## src/rtl/max3421_spi_responder.sv

```systemverilog
// MAX3421-style SPI responder with a 32x8 register file and a host port. SPI inputs pass through
// SYNC_STAGES flops plus one edge flop. The master paces itself and nothing stalls it; host access has 1-cycle read latency.
module max3421_spi_responder #(
   parameter int          SYNC_STAGES = 2,
   parameter logic [31:0] RO_MASK     = 32'h0000_0000
) (
   input  logic       clk_in,
   input  logic       rst_in,
   input  logic       sclk_in,
   input  logic       n_ss_in,
   input  logic       mosi_in,
   output logic       miso_out,
   output logic       miso_oe_out,
   input  logic [7:0] status_in,
   output logic       wr_valid_out,
   output logic [4:0] wr_addr_out,
   output logic [7:0] wr_data_out,
   input  logic [4:0] host_addr_in,
   input  logic       host_we_in,
   input  logic [7:0] host_wdata_in,
   output logic [7:0] host_rdata_out,
   output logic       busy_out
);

   typedef enum logic [1:0] {IDLE, CMD, DATA} state_t;

   localparam logic [2:0] FILL = 3'(SYNC_STAGES + 1);

   logic [SYNC_STAGES-1:0] sclk_sync_q, ss_sync_q, mosi_sync_q;
   logic                   sclk_prev_q, ss_prev_q;
   logic [2:0]             fill_q;
   logic                   armed_q;

   state_t     state_q;
   logic [6:0] rx_sr_q;
   logic [7:0] tx_sr_q;
   logic [2:0] bit_cnt_q;
   logic [4:0] addr_q;
   logic       dir_q;
   logic       load_pending_q;
   logic       oe_q, busy_q;
   logic       wr_valid_q;
   logic [4:0] wr_addr_q;
   logic [7:0] wr_data_q;
   logic [7:0] host_rdata_q;
   logic [7:0] regs_q [32];

   logic sclk_s, ss_s, mosi_s;
   logic sclk_rise, sclk_fall, ss_fall, ss_rise;
   logic [7:0] rx_d;

   assign sclk_s    = sclk_sync_q[SYNC_STAGES-1];
   assign ss_s      = ss_sync_q[SYNC_STAGES-1];
   assign mosi_s    = mosi_sync_q[SYNC_STAGES-1];
   assign sclk_rise = sclk_s & ~sclk_prev_q;
   assign sclk_fall = ~sclk_s & sclk_prev_q;
   // Falls are ignored until nSS has been seen high once the chain holds real samples after reset.
   assign ss_fall   = armed_q & ss_prev_q & ~ss_s;
   assign ss_rise   = ss_s & ~ss_prev_q;
   assign rx_d      = {rx_sr_q, mosi_s};

   always_ff @(posedge clk_in or posedge rst_in) begin
      if (rst_in) begin
         sclk_sync_q <= '0;
         ss_sync_q   <= '1;
         mosi_sync_q <= '0;
         sclk_prev_q <= 1'b0;
         ss_prev_q   <= 1'b1;
         fill_q      <= '0;
         armed_q     <= 1'b0;
      end else begin
         sclk_sync_q <= {sclk_sync_q[SYNC_STAGES-2:0], sclk_in};
         ss_sync_q   <= {ss_sync_q[SYNC_STAGES-2:0], n_ss_in};
         mosi_sync_q <= {mosi_sync_q[SYNC_STAGES-2:0], mosi_in};
         sclk_prev_q <= sclk_s;
         ss_prev_q   <= ss_s;
         if (fill_q != FILL)
            fill_q <= fill_q + 3'd1;
         if (fill_q == FILL && ss_s && ss_prev_q)
            armed_q <= 1'b1;
      end
   end

   always_ff @(posedge clk_in or posedge rst_in) begin
      if (rst_in) begin
         state_q        <= IDLE;
         rx_sr_q        <= '0;
         tx_sr_q        <= '0;
         bit_cnt_q      <= '0;
         addr_q         <= '0;
         dir_q          <= 1'b0;
         load_pending_q <= 1'b0;
         oe_q           <= 1'b0;
         busy_q         <= 1'b0;
         wr_valid_q     <= 1'b0;
         wr_addr_q      <= '0;
         wr_data_q      <= '0;
         host_rdata_q   <= '0;
         for (int i = 0; i < 32; i++)
            regs_q[i] <= '0;
      end else begin
         wr_valid_q   <= 1'b0;
         host_rdata_q <= regs_q[host_addr_in];
         // Host write first so a same-cycle SPI commit below overrides it.
         if (host_we_in)
            regs_q[host_addr_in] <= host_wdata_in;

         case (state_q)
            IDLE: begin
               if (ss_fall) begin
                  state_q        <= CMD;
                  tx_sr_q        <= status_in;
                  bit_cnt_q      <= '0;
                  load_pending_q <= 1'b0;
                  oe_q           <= 1'b1;
                  busy_q         <= 1'b1;
               end
            end
            CMD, DATA: begin
               if (sclk_rise) begin
                  rx_sr_q   <= rx_d[6:0];
                  bit_cnt_q <= bit_cnt_q + 3'd1;
                  if (bit_cnt_q == 3'd7) begin
                     load_pending_q <= 1'b1;
                     if (state_q == CMD) begin
                        addr_q  <= rx_d[7:3];
                        dir_q   <= rx_d[1];
                        state_q <= DATA;
                     end else if (dir_q && !RO_MASK[addr_q]) begin
                        regs_q[addr_q] <= rx_d;
                        wr_valid_q     <= 1'b1;
                        wr_addr_q      <= addr_q;
                        wr_data_q      <= rx_d;
                     end
                  end
               end
               if (sclk_fall) begin
                  if (load_pending_q) begin
                     tx_sr_q        <= dir_q ? 8'h00 : regs_q[addr_q];
                     load_pending_q <= 1'b0;
                  end else begin
                     tx_sr_q <= {tx_sr_q[6:0], 1'b0};
                  end
               end
               // Deselect wins over the state move, but a byte completed this cycle is already committed.
               if (ss_rise) begin
                  state_q <= IDLE;
                  oe_q    <= 1'b0;
                  busy_q  <= 1'b0;
               end
            end
            default: state_q <= IDLE;
         endcase
      end
   end

   assign miso_out       = tx_sr_q[7];
   assign miso_oe_out    = oe_q;
   assign busy_out       = busy_q;
   assign wr_valid_out   = wr_valid_q;
   assign wr_addr_out    = wr_addr_q;
   assign wr_data_out    = wr_data_q;
   assign host_rdata_out = host_rdata_q;

endmodule

```

## config.mk

```make
export PLATFORM = sky130hd
export DESIGN_NAME = max3421_spi_responder
export DESIGN_NICKNAME = d
export VERILOG_FILES = /design/src/rtl/max3421_spi_responder.sv
export SDC_FILE = /design/constraint.sdc
export NUM_CORES = 1
export LEC_CHECK = 0
export CORE_MARGIN = 1
export CORE_UTILIZATION = 63
export CTS_CLUSTER_SIZE = 40
export DETAILED_ROUTE_END_ITERATION = 6
export GPL_TIMING_DRIVEN = 0
export HOLD_SLACK_MARGIN = 0.03
export PLACE_DENSITY = 0.81
export REMOVE_ABC_BUFFERS = 1
export SLEW_MARGIN = 20
export SYNTH_ARGS = -nofsm -noshare
export SYNTH_HDL_FRONTEND = slang
export SYNTH_SLANG_ARGS = --single-unit
```

## constraint.sdc

```tcl
create_clock -name clk_in -period 12.9 [get_ports clk_in]
set_input_delay 2.58 -clock clk_in [delete_from_list [all_inputs] [get_ports clk_in]]
set_output_delay 2.58 -clock clk_in [all_outputs]
set_load 0.1 [all_outputs]
```

# Word level (Yosys, flattened, before mapping)
# Memories as Yosys holds them, arrays and structs flattened.
# Index checks and enable logic that the tools add are counted.
[classes] n_mux=47 add_sub_neg=2 n_lt_le_gt_ge=5 eq_ne=12 bitwise_logic=12 n_reduce_logical=17
[ops] op="two-way mux 256 bit" n=6
[ops] op="bitwise mux 256 bit" n=2
[ops] op="binary-select mux 8 bit (select 5 bit)" n=2
[ops] op="demux 8 bit (select 5 bit)" n=2
[ops] op="two-way mux 8 bit" n=10
[ops] op="case mux 8 bit (2 select lines)" n=1
[ops] op="two-way mux 1 bit" n=13
[ops] op=">= comparator 6 bit (second input constant)" n=2
[ops] op="less-than comparator 6 x 1 -> 1 bit (second input constant)" n=2
[ops] op="NOT 5 -> 6 bit" n=2
[ops] op="two-way mux 2 bit" n=5
[ops] op="inequality test 3 bit (second input constant)" n=3
[ops] op="AND reduction 3 bit" n=3
[ops] op="inequality test 2 bit (second input constant)" n=4
[ops] op="AND reduction 4 bit" n=2
[ops] op="adder 3 x 1 -> 3 bit (second input constant)" n=2
[ops] op="less-than comparator 5 x 6 -> 1 bit (second input constant)" n=1
[ops] op="two-way mux 3 bit" n=2
[ops] op="case mux 3 bit (2 select lines)" n=1
[ops] op="bitwise AND 1 bit" n=5
[ops] op="logical AND 1 bit" n=5
[ops] op="NOT 1 bit" n=5
[ops] op="AND reduction 5 bit" n=1
[ops] op="case mux 1 bit (2 select lines)" n=2
[ops] op="other kinds (11)" n=12
[totals] memories=1 elab_cells=147 reg_bits=318 rom_bits=32 output_inout_bits=25
[memory_table] name="(no name shown)" depth=32 width=1 rd=1 rd_clocked_by_memory_dff=0 write_ports=0 line="129" text="end else if (dir_q && !RO_MASK[addr_q]) begin"

# Depth between registers and ports, before layout
# Gate-level depths: netlist (run 1).
[logic_depth] ltp_word=13 depth_mapped=10

# Worst setup path after synthesis (run 1)
# No wires, ideal clock.
[synth_path] path_kind="input-to-reg" startpoint="input host_addr_in[0]" endpoint="register host_rdata_q[0], in the netlist host_rdata_out[0]" n_path_buf=3 stages=6 setup_ns=0.135 setup_slack_ns=8.748 arrival_ns=4.017 t_required_ns=12.765 path_cell_list="clkbuf_1 buf_2 buf_2 mux4_2 a22oi_1 nand4_1"
[synth_via] elab_chain_len=4
[synth_rtl] element="start, declared" line="18" text="input logic [4:0] host_addr_in,"
[synth_rtl] element="NOT 5 -> 6 bit (implied by the code)" line="103" text="host_rdata_q <= regs_q[host_addr_in];"
[synth_rtl] element="binary-select mux 8 bit (select 5 bit)" line="103"
[synth_rtl] element="two-way mux 8 bit (implied by the code) (2 in a row)" line="103"
[synth_rtl] element="end signal, assigned" line="103"
[synth_rtl] element="end, declared" line="45" text="logic [7:0] host_rdata_q;"
# No other way between the ends. The select of a mux whose other input is x is not followed.
# A chain may end at the register's enable or synchronous reset.

# Worst setup path in the final report (run 1)
[layout_path] startpoint="input host_addr_in[4]" endpoint="register regs_q[248] in the netlist's numbering"
[layout_via] elab_chain_len=13 word_cells_on_any_way=14
[layout_rtl] element="NOT 5 -> 6 bit (implied by the code) (*)" line="106" text="regs_q[host_addr_in] <= host_wdata_in;"
[layout_rtl] element=">= comparator 6 bit (implied by the code) / less-than comparator 6 x 1 -> 1 bit (equally long branches)" line="106"
[layout_rtl] element="logical AND 1 bit (implied by the code)" line="106"
[layout_rtl] element="two-way mux 8 bit (implied by the code)" line="106"
[layout_rtl] element="demux 8 bit (select 5 bit) (*)" line="106"
[layout_rtl] element="bitwise mux 256 bit (*)" line="106"
[layout_rtl] element="two-way mux 256 bit (*)" line="105" text="if (host_we_in)"
[layout_rtl] element="bitwise mux 256 bit" line="130" text="regs_q[addr_q] <= rx_d;"
[layout_rtl] element="two-way mux 256 bit" line="129"
[layout_rtl] element="two-way mux 256 bit" line="125" text="if (state_q == CMD) begin"
[layout_rtl] element="two-way mux 256 bit" line="123" text="if (bit_cnt_q == 3'd7) begin"
[layout_rtl] element="two-way mux 256 bit" line="120" text="if (sclk_rise) begin"
[layout_rtl] element="two-way mux 256 bit (*)" line="108" text="case (state_q)"
[layout_rtl] element="end signal, assigned by index" line="106"
[layout_rtl] element="end signal, assigned by index" line="130"
[layout_rtl] element="end, declared" line="46" text="logic [7:0] regs_q [32];"
# Every way passes the cells marked *; elsewhere a longest branch is shown, timed or not.

==> results list, run 1 <==
* Final core utilization: 70.8%
- Data arrives at the worst endpoint at 5.28 ns.
- Total clock buffers created by CTS: 36
* Commonest non-fill, non-tap cells in the layout: 304 x dfrtp_1, 272 x mux2i_1, 216 x nand2_1
- Entering global routing, the biggest net connects 104 pins.
- Setup TNS: 0 ns
- The root buffer cell chosen for the clock tree is clkbuf_16.
- Hold path endpoint: mosi_sync_q[1]
* Depth of the CTS H-tree: 2
- Setup repair after global routing left no endpoint under its margin.
- The total count of max-transition violations in the final report is 0.
- Transition time at the pin with the least slew margin: 1.16 ns
- Post-CTS repair changed the size of 0 cells.
* Register bit count reported by yosys: 318
* Via/cell ratio: 7.10
- Leaving out fill and tap cells, the most frequent cell in the layout is dfrtp_1.
- Launching point of the worst reg2reg path: state_q[0]
* Critical path launch point type: input port
- Count of hold-fix buffers inserted at cts: 0
- The worst hold path belongs to the class flop to flop.
- Top flip-flop cell by instance count after synthesis: dfrtp_1
- The largest individual stage delay along the critical path comes from the cell nor3_2.
* Per-instance average area after synthesis: 10.9 um2
- For this run, the top clock speed supported by timing is 204 MHz.
- The clock passes through at most 3 buffers.
- Buffers placed on the I/O ports in this run total 51.
- Kind of critical path: input port to flop
* Chip Width: 174 um
* Hold path start: mosi_sync_q[0]
- Of the synthesized area, sequential elements account for 42.7%.
- Data required time at the worst endpoint: 13.27 ns
- Pre-CTS setup slack: 7.64 ns
* Iteration count of the initial detailed-routing pass: 6
- Detailed placement finished with a half-perimeter wire length of 37400 um.
* I/O pin total: 52
- Relative to the synthesized area, the layout overhead comes to 9.92%.
- For this design the static power due to leakage is 0.00742 uW.
- Routability congestion estimate from global placement: 1.03
- Die area: 0.0303 mm2
* Fillcell total: 1990
- The final layout contains 1695 nets.
* Worst Path Buf+Inv: 1
- Peak supply drop: 91.7 uV
- Power density over cell area: 158 mW/mm2
- Synthesis produced 1708 cells.
* Min Tclk post-route: 4.91 ns
- Flop2flop setup slack: 9.51 ns
- The synthesized netlist occupies a cell area of 0.0186 mm2.
- List of cells traversed by the critical path: clkdlybuf4s50_1 -> nor3_2 -> nand2_1 -> mux2i_1 -> o21ai_0
- After clock tree synthesis, the clock-pin slew on the worst setup and hold paths is 0.06 ns.
- Number of gates on the worst path with buffers counted: 5
- In the routed design, unresolved DRC markers number 0.
- Summing all non-filler instances in the final layout gives an area of 0.0205 mm2.
- Dividing the final minimum period by the clock period gives 38.1%.
- Share of cells above drive strength 1: 15.8%
- Insertion delay to the later sink of the worst-skew pair: 0.52 ns
* Relative slew slack: 22.2%
- After global routing the overflow that remains totals 0.
- Clock skew on the completed layout was measured at 0.0158 ns.
* Area of the core: 0.0289 mm2
- GR Util All Layers: 38.4%
- Final Hold Violating Endpoints: 0
* Initial Util: 64.4%
* Total length of routed wires: 56700 um
- The routed layout has 14700 vias.
- Run status: finished clean
- The via count of the first global-routing pass came to 14300.
* Maximum fanout count along the critical path: 13
- Dominant delay contributor by cell family on the critical path: simple AND/OR/NAND/NOR gates
- Warnings, synthesis: 0
- Critical path capture point type: flop
* Count of flip-flops with a built-in enable after synthesis: 0
- Setup violations remaining at the end of the flow were counted as 0.
* DIE HEIGHT: 174 um
* Total number of clock tree sinks: 318
- Row generation in the floorplan step produced 62 rows.
* Routed wire length per instance: 27.4 um
- The tool flagged a number of max-cap violations equal to 0.
- Once the clock tree was built, the setup fixing pass inserted 0 buffers.
- TritonCTS built the clock tree.
- Critical Path Max Stage Delay: 0.92 ns
- Global-route wire length before repair: 87200 um
- The count of nets left with antenna violations once routing finished came out at 0.
- In this run the critical register-to-register path is captured at regs_q[34].
- Register-to-Register Path Depth: 6
- Setup ws final: 7.99 ns
- Initial antenna violation count: 1
* Share of flip-flops with an asynchronous set or reset after synthesis: 100%
- Unique cell type count in the Yosys netlist: 58
- Dpl cell area: 0.0193 mm2
- The detailed router finished its first iteration with 1898 violations.
- Along the worst hold path, the cell count comes to 0.
## kinds of logic (layout without fill, tap and decap cells)
kind of cell	count (synthesis)	in the layout	share of synthesized area, %
AOI/OAI and AO/OA	355	355	10.9
xor gates and xnor gates	1	1	0.0470
adders and majority gates	7	7	0.470
buffers and inverters	158	134	3.83
DFF	318	318	42.7
muxes	424	424	31.5
other	0	2	0
and+or+nand+nor	445	445	10.5
## where the power goes
group | leakage (uW) | total (uW) | internal [uW] | switching [uW]
Combinational | 0.00345 | 789 | 363 | 426
Sequential | 0.00342 | 1450 | 1190 | 261
Clock | 0.000558 | 997 | 590 | 407
## worst max-delay path by stage
stage                    startpoint     endpoint  slack, ns
floorplan                    rst_in    addr_q[0]       1.53
global placement             rst_in  regs_q[160]      -2.42
detailed placement  host_addr_in[4]  regs_q[249]       7.64
CTS                 host_addr_in[0]  regs_q[116]       8.14
global route        host_addr_in[4]   regs_q[56]       7.91
finish              host_addr_in[4]  regs_q[248]       7.99
## layer usage
metal  global-route usage, %  part of all wire, %  vias to the layer above
met5                       0                    0                        -
met4                    21.1                  6.3                        0
met1                    50.7                   37                     7278
met3                    10.0                   11                      225
li1                        -                    -                     6180
met2                    58.2                   45                     1020
## cells in the mapped netlist, types with 4 or more instances
cell type    n  share of area [%]
nor2b_1      8               0.27
nand2_1    216                4.4
and2_1       8               0.27
nor3_1       6               0.16
nand4_1     12               0.40
buf_4        4               0.16
o21ai_0    157                4.2
a221o_1      4               0.21
buf_2       44                1.2
a22oi_1     52                2.1
nand3_1     10               0.27
ha_1         7               0.47
nand2b_1     8               0.27
and3_1       5               0.17
nor2_1     122                2.5
dfrtp_1    315                 42
o21ai_1     15               0.40
nor2_2      24               0.81
mux4_2     106                 13
clkbuf_1    89                1.8
mux2i_1    272                 15
mux2_2      30                1.8
nor3b_1      4               0.16
mux4_1      16                2.3
inv_1        5               0.10
a21oi_1     94                2.5
buf_1       11               0.22
a31oi_1      6               0.20
a22o_1       6               0.28
nand3b_1     5               0.20
or2_2        5               0.17
## through the flow
stage	cells	power [uW]	hold WS [ns]
global placement	1991	2150	0.333
CTS	2068	3210	0.349
detailed placement	2007	2220	0.337
global route	2068	3350	0.367
finish	2070	3240	0.347
floorplan	1556	1870	0.331
## final cells by class
type	instances	area (um2)	area share, %
inverter	6	30.0	0.147
tap	384	480	2.35
clock buffer	54	1070	5.22
antenna	2	5.00	0.0244
clock inverter	7	62.6	0.305
sequential	318	7980	39.0
multi-input combinational	1232	9970	48.7
timing repair buffer	67	882	4.31
## state kept, by name (all words and copies together) (netlist names), 2 cells and up
register        count
addr_q              5
bit_cnt_q           3
fill_q              3
host_rdata_out      8
mosi_sync_q         2
regs_q            256
rx_sr_q             7
sclk_sync_q         2
ss_sync_q           2
state_q             2
tx_sr_q             8
wr_addr_out         5
wr_data_out         8
## worst register-to-register path, stage by stage (launching register included)
cell	delay, ns
dfrtp_1	0.40
inv_1	0.07
ha_1	0.54
and4b_1	0.47
nand3_1	0.41
nor2_1	1.03
o21ai_0	0.30
Power figures use the tool's default switching activity.
==> run 2, diff against run 1 <==
--- a/config.mk
+++ b/config.mk
@@ -6,12 +6,12 @@
 export NUM_CORES = 1
 export LEC_CHECK = 0
 export CORE_MARGIN = 1
-export CORE_UTILIZATION = 63
+export CORE_UTILIZATION = 57
 export CTS_CLUSTER_SIZE = 40
 export DETAILED_ROUTE_END_ITERATION = 6
 export GPL_TIMING_DRIVEN = 0
 export HOLD_SLACK_MARGIN = 0.03
-export PLACE_DENSITY = 0.81
+export PLACE_DENSITY = 0.77
 export REMOVE_ABC_BUFFERS = 1
 export SLEW_MARGIN = 20
 export SYNTH_ARGS = -nofsm -noshare
==> constraint.sdc (replaced) <==
create_clock -name clk_in -period 4 [get_ports clk_in]
set_input_delay 0.8 -clock clk_in [delete_from_list [all_inputs] [get_ports clk_in]]
set_output_delay 0.8 -clock clk_in [all_outputs]
set_load 0.1 [all_outputs]
==> run 2 against run 1 <==
- the flow now finishes with violations (design-rule violations)
- global-route usage decreased by 3.3 points
- wire length increased by 0.99%
- clock skew down 0.0042 ns
- flip-flop and latch count unchanged
- count of clock-buffer cells in the layout decreased by 8
- largest power group unchanged
- largest cell class unchanged
==> results list, run 2 (same netlist as run 1, synthesis figures left out) <==
* Die area: 0.0334 mm2 (+10%)
- Via/cell ratio: 6.93 (-2.4%)
- The core region area was 0.0319 mm2 (+10%).
- Setup ws final: 0.719 ns (-7.27 ns)
- The post-detailed-route wirelength per cell is 27.0 um (-1.4%).
* Vias in the first global route: 14200 (-1.2%)
* Final setup violation count: 0 (unchanged)
- The final critical path takes up 82.0% of the cycle.
- Arr. time, crit path: 3.63 ns (-1.65 ns)
* Worst hold-check slack: 0.349 ns (+0.00204 ns)
- Area added between synthesis and finish: 10.3%
* Number of maximum-capacitance violations: 0 (unchanged)
* Transition time at the pin with the least slew margin: 1.08 ns (-0.0808 ns)
- The detailed-route via count is 14700 (+0.0068%).
- Final standard cell area without fillers: 0.0206 mm2 (+0.39%)
- TritonCTS clock tree: done
* Kind of path behind the tightest hold check: flop to flop
- Insertion delay to the later sink of the worst-skew pair: 0.52 ns (about the same)
- Maximum operating frequency: 305 MHz
- The final-layout fill cell count is 2401 (+21%).
* Global route total overflow: 0 (unchanged)
* Launching point of the worst reg2reg path: state_q[0]
- The slowest stage of the critical path belongs to the cell nor2b_1.
- Starting DRT DRC Count: 2000 (+5.4%)
- Relative slew slack: 27.6% (+5.4 points)
- Total number of clock tree sinks: 318 (unchanged)
* Power, Total: 10600 uW (+230%)
* Failing checks: design-rule violations
* Maximum number of buffers from clock root to sink: 3 (unchanged)
- The instance area at placement is 0.0193 mm2 (about the same).
* Initial Util: 58.4% (-5.9 points)
* Total Nets Final: 1694 (-0.059%)
- Clock transition at path regs: 0.06 ns (about the same)
* Critical path launch point type: flop
- Setup skew after layout: 0.0117 ns (-0.00416 ns)
* DIE HEIGHT: 183 um (+5.1%)
- Largest net degree at the start of global routing: 107 (+2.9%)
- List of cells traversed by the critical path: inv_1 -> ha_1 -> and4b_1 -> nand3_1 -> nor2b_1 -> o21ai_0
- Depth of the CTS H-tree: 2 (unchanged)
* Initial antenna violation count: 1 (unchanged)
* Drt drc: 3 (+3)
- The setup slack of the most critical reg-to-reg path is 0.72 ns (-8.79 ns).
- Counting I/O delays and the setup requirement, the final critical path takes 3.28 ns.
- The setup slack after placement came to 0.401 ns (-7.24 ns).
- By startpoint and endpoint, the worst setup path is classified as flop to flop.
- The total count of max-transition violations in the final report is 0 (unchanged).
* IO Port Bufs: 51 (unchanged)
- Hold path endpoint: mosi_sync_q[1]
* Static Leakage: 0.00744 uW (+0.21%)
* Standard-cell row count: 65 (+4.8%)
- regs_q holds more flip-flops than any other register.
* Flip-flop count of the largest register, all copies and words added: 256 (unchanged)
* Total length of routed wires: 57200 um (+0.99%)
- Routability congestion estimate from global placement: 0.987 (-3.9%)
- The total count of hold-check failures in the final report was 0 (unchanged).
- RSZ-0062 raised after global routing: false
- Maximum fanout count along the critical path: 16 (+3)
* Iteration count of the initial detailed-routing pass: 7 (+1)
- Critical R2R Capture: regs_q[164]
- Run status: finished with violations
- Commonest non-fill, non-tap cell in the layout: dfrtp_1
- The total of hold buffers inserted after clock tree synthesis came to 0 (unchanged).
- The power density over the cells is 518 mW/mm2 (+230%).
- Residual antenna-violating net count after detailed routing: 0 (unchanged)
* Share of cells above drive strength 1: 16.3% (+0.52 points)
- Final core utilization: 64.5% (-6.3 points)
- Register-to-Register Path Depth: 6 (unchanged)
- The first-pass GRT wire length came to 87500 um (+0.36%).
- The worst vdd rail ir drop was 371 uV (+300%).
- The worst hold path begins at mosi_sync_q[0].
- Total clock buffers created by CTS: 36 (unchanged)
- The die width came to 183 um (+5.1%).
* Commonest non-fill, non-tap cells in the layout: 304 x dfrtp_1, 272 x mux2i_1, 216 x nand2_1
- The count of boundary I/O pins was 52 (unchanged).
- The largest stage delay on the critical path was 0.96 ns (+0.04 ns).
- The buffers inserted during post-CTS setup optimization came to 0 (unchanged).
- CTS resizes: 0 (unchanged)
* Hold-critical path depth: 0 (unchanged)
- CTS placed an instance of clkbuf_16 at the clock tree root.
- The aggregate global-route resource usage was 35.1% (-3.3 points).
* Critical path capture point type: flop
- Data required time at the worst endpoint: 4.35 ns (-8.92 ns)
- Placed wire-length estimate after detailed placement: 37100 um (-0.81%)
-- run 2: worst max-delay path by stage --
stage / from / endpoint / slack, ns / depth (start not counted)
floorplan: rst_in / addr_q[0] / -5.59 / 1
global placement: rst_in / regs_q[199] / -9.61 / 2
detailed placement: host_addr_in[0] / regs_q[52] / 0.40 / 6
CTS: state_q[0] / regs_q[193] / 0.85 / 6
global route: state_q[0] / regs_q[131] / 0.60 / 6
finish: state_q[0] / regs_q[164] / 0.72 / 6
-- run 2: area by class of cell --
cell class | instances | area, um2 | share of cell area (%)
clock buffers | 46 | 1040 | 5.06
diodes | 1 | 2.50 | 0.0122
flip-flops and latches | 318 | 7980 | 38.8
multi-input cells | 1232 | 9970 | 48.5
well taps | 435 | 544 | 2.65
repair buffers | 66 | 825 | 4.01
clock inverters | 17 | 168 | 0.816
inverters | 6 | 30.0 | 0.146
-- run 2: power by group --
group / internal [uW] / total, uW / switching (uW) / leakage [uW]
Clock: 2030 / 3390 / 1370 / 0.000601
Sequential: 3840 / 4580 / 746 / 0.00342
Combinational: 1180 / 2670 / 1490 / 0.00342
-- run 2: per-stage QoR --
step | cells | setup TNS [ns]
6_report | 2121 | 0
5_1_grt | 2120 | 0
4_1_cts | 2120 | 0
3_5_place_dp | 2057 | 0
3_3_place_gp | 2042 | -4037.78
2_1_floorplan | 1556 | -1771.52
-- run 2: critical path: cells and delay by family, from the launching register on --
| family | cells | cell delay [ns] |
|---|---|---|
| flip-flops | 1 | 0.40 |
| AND/OR/NAND/NOR | 3 | 1.85 |
| buffers and inverters | 1 | 0.06 |
| AO/OA/AOI/OAI | 1 | 0.24 |
| adder cells (fa/ha/maj) | 1 | 0.56 |
-- run 2: layer usage --
| metal | wire length [um] | track usage, % | part of all wire [%] | vias to the layer above |
|---|---|---|---|---|
| met5 | 13 | 0 | 0.023 | - |
| met4 | 2900 | 15.1 | 5.1 | 2 |
| met3 | 6330 | 7.92 | 11 | 199 |
| met2 | 25600 | 53.8 | 45 | 988 |
| met1 | 22400 | 48.5 | 39 | 7343 |
| li1 | - | - | - | 6172 |
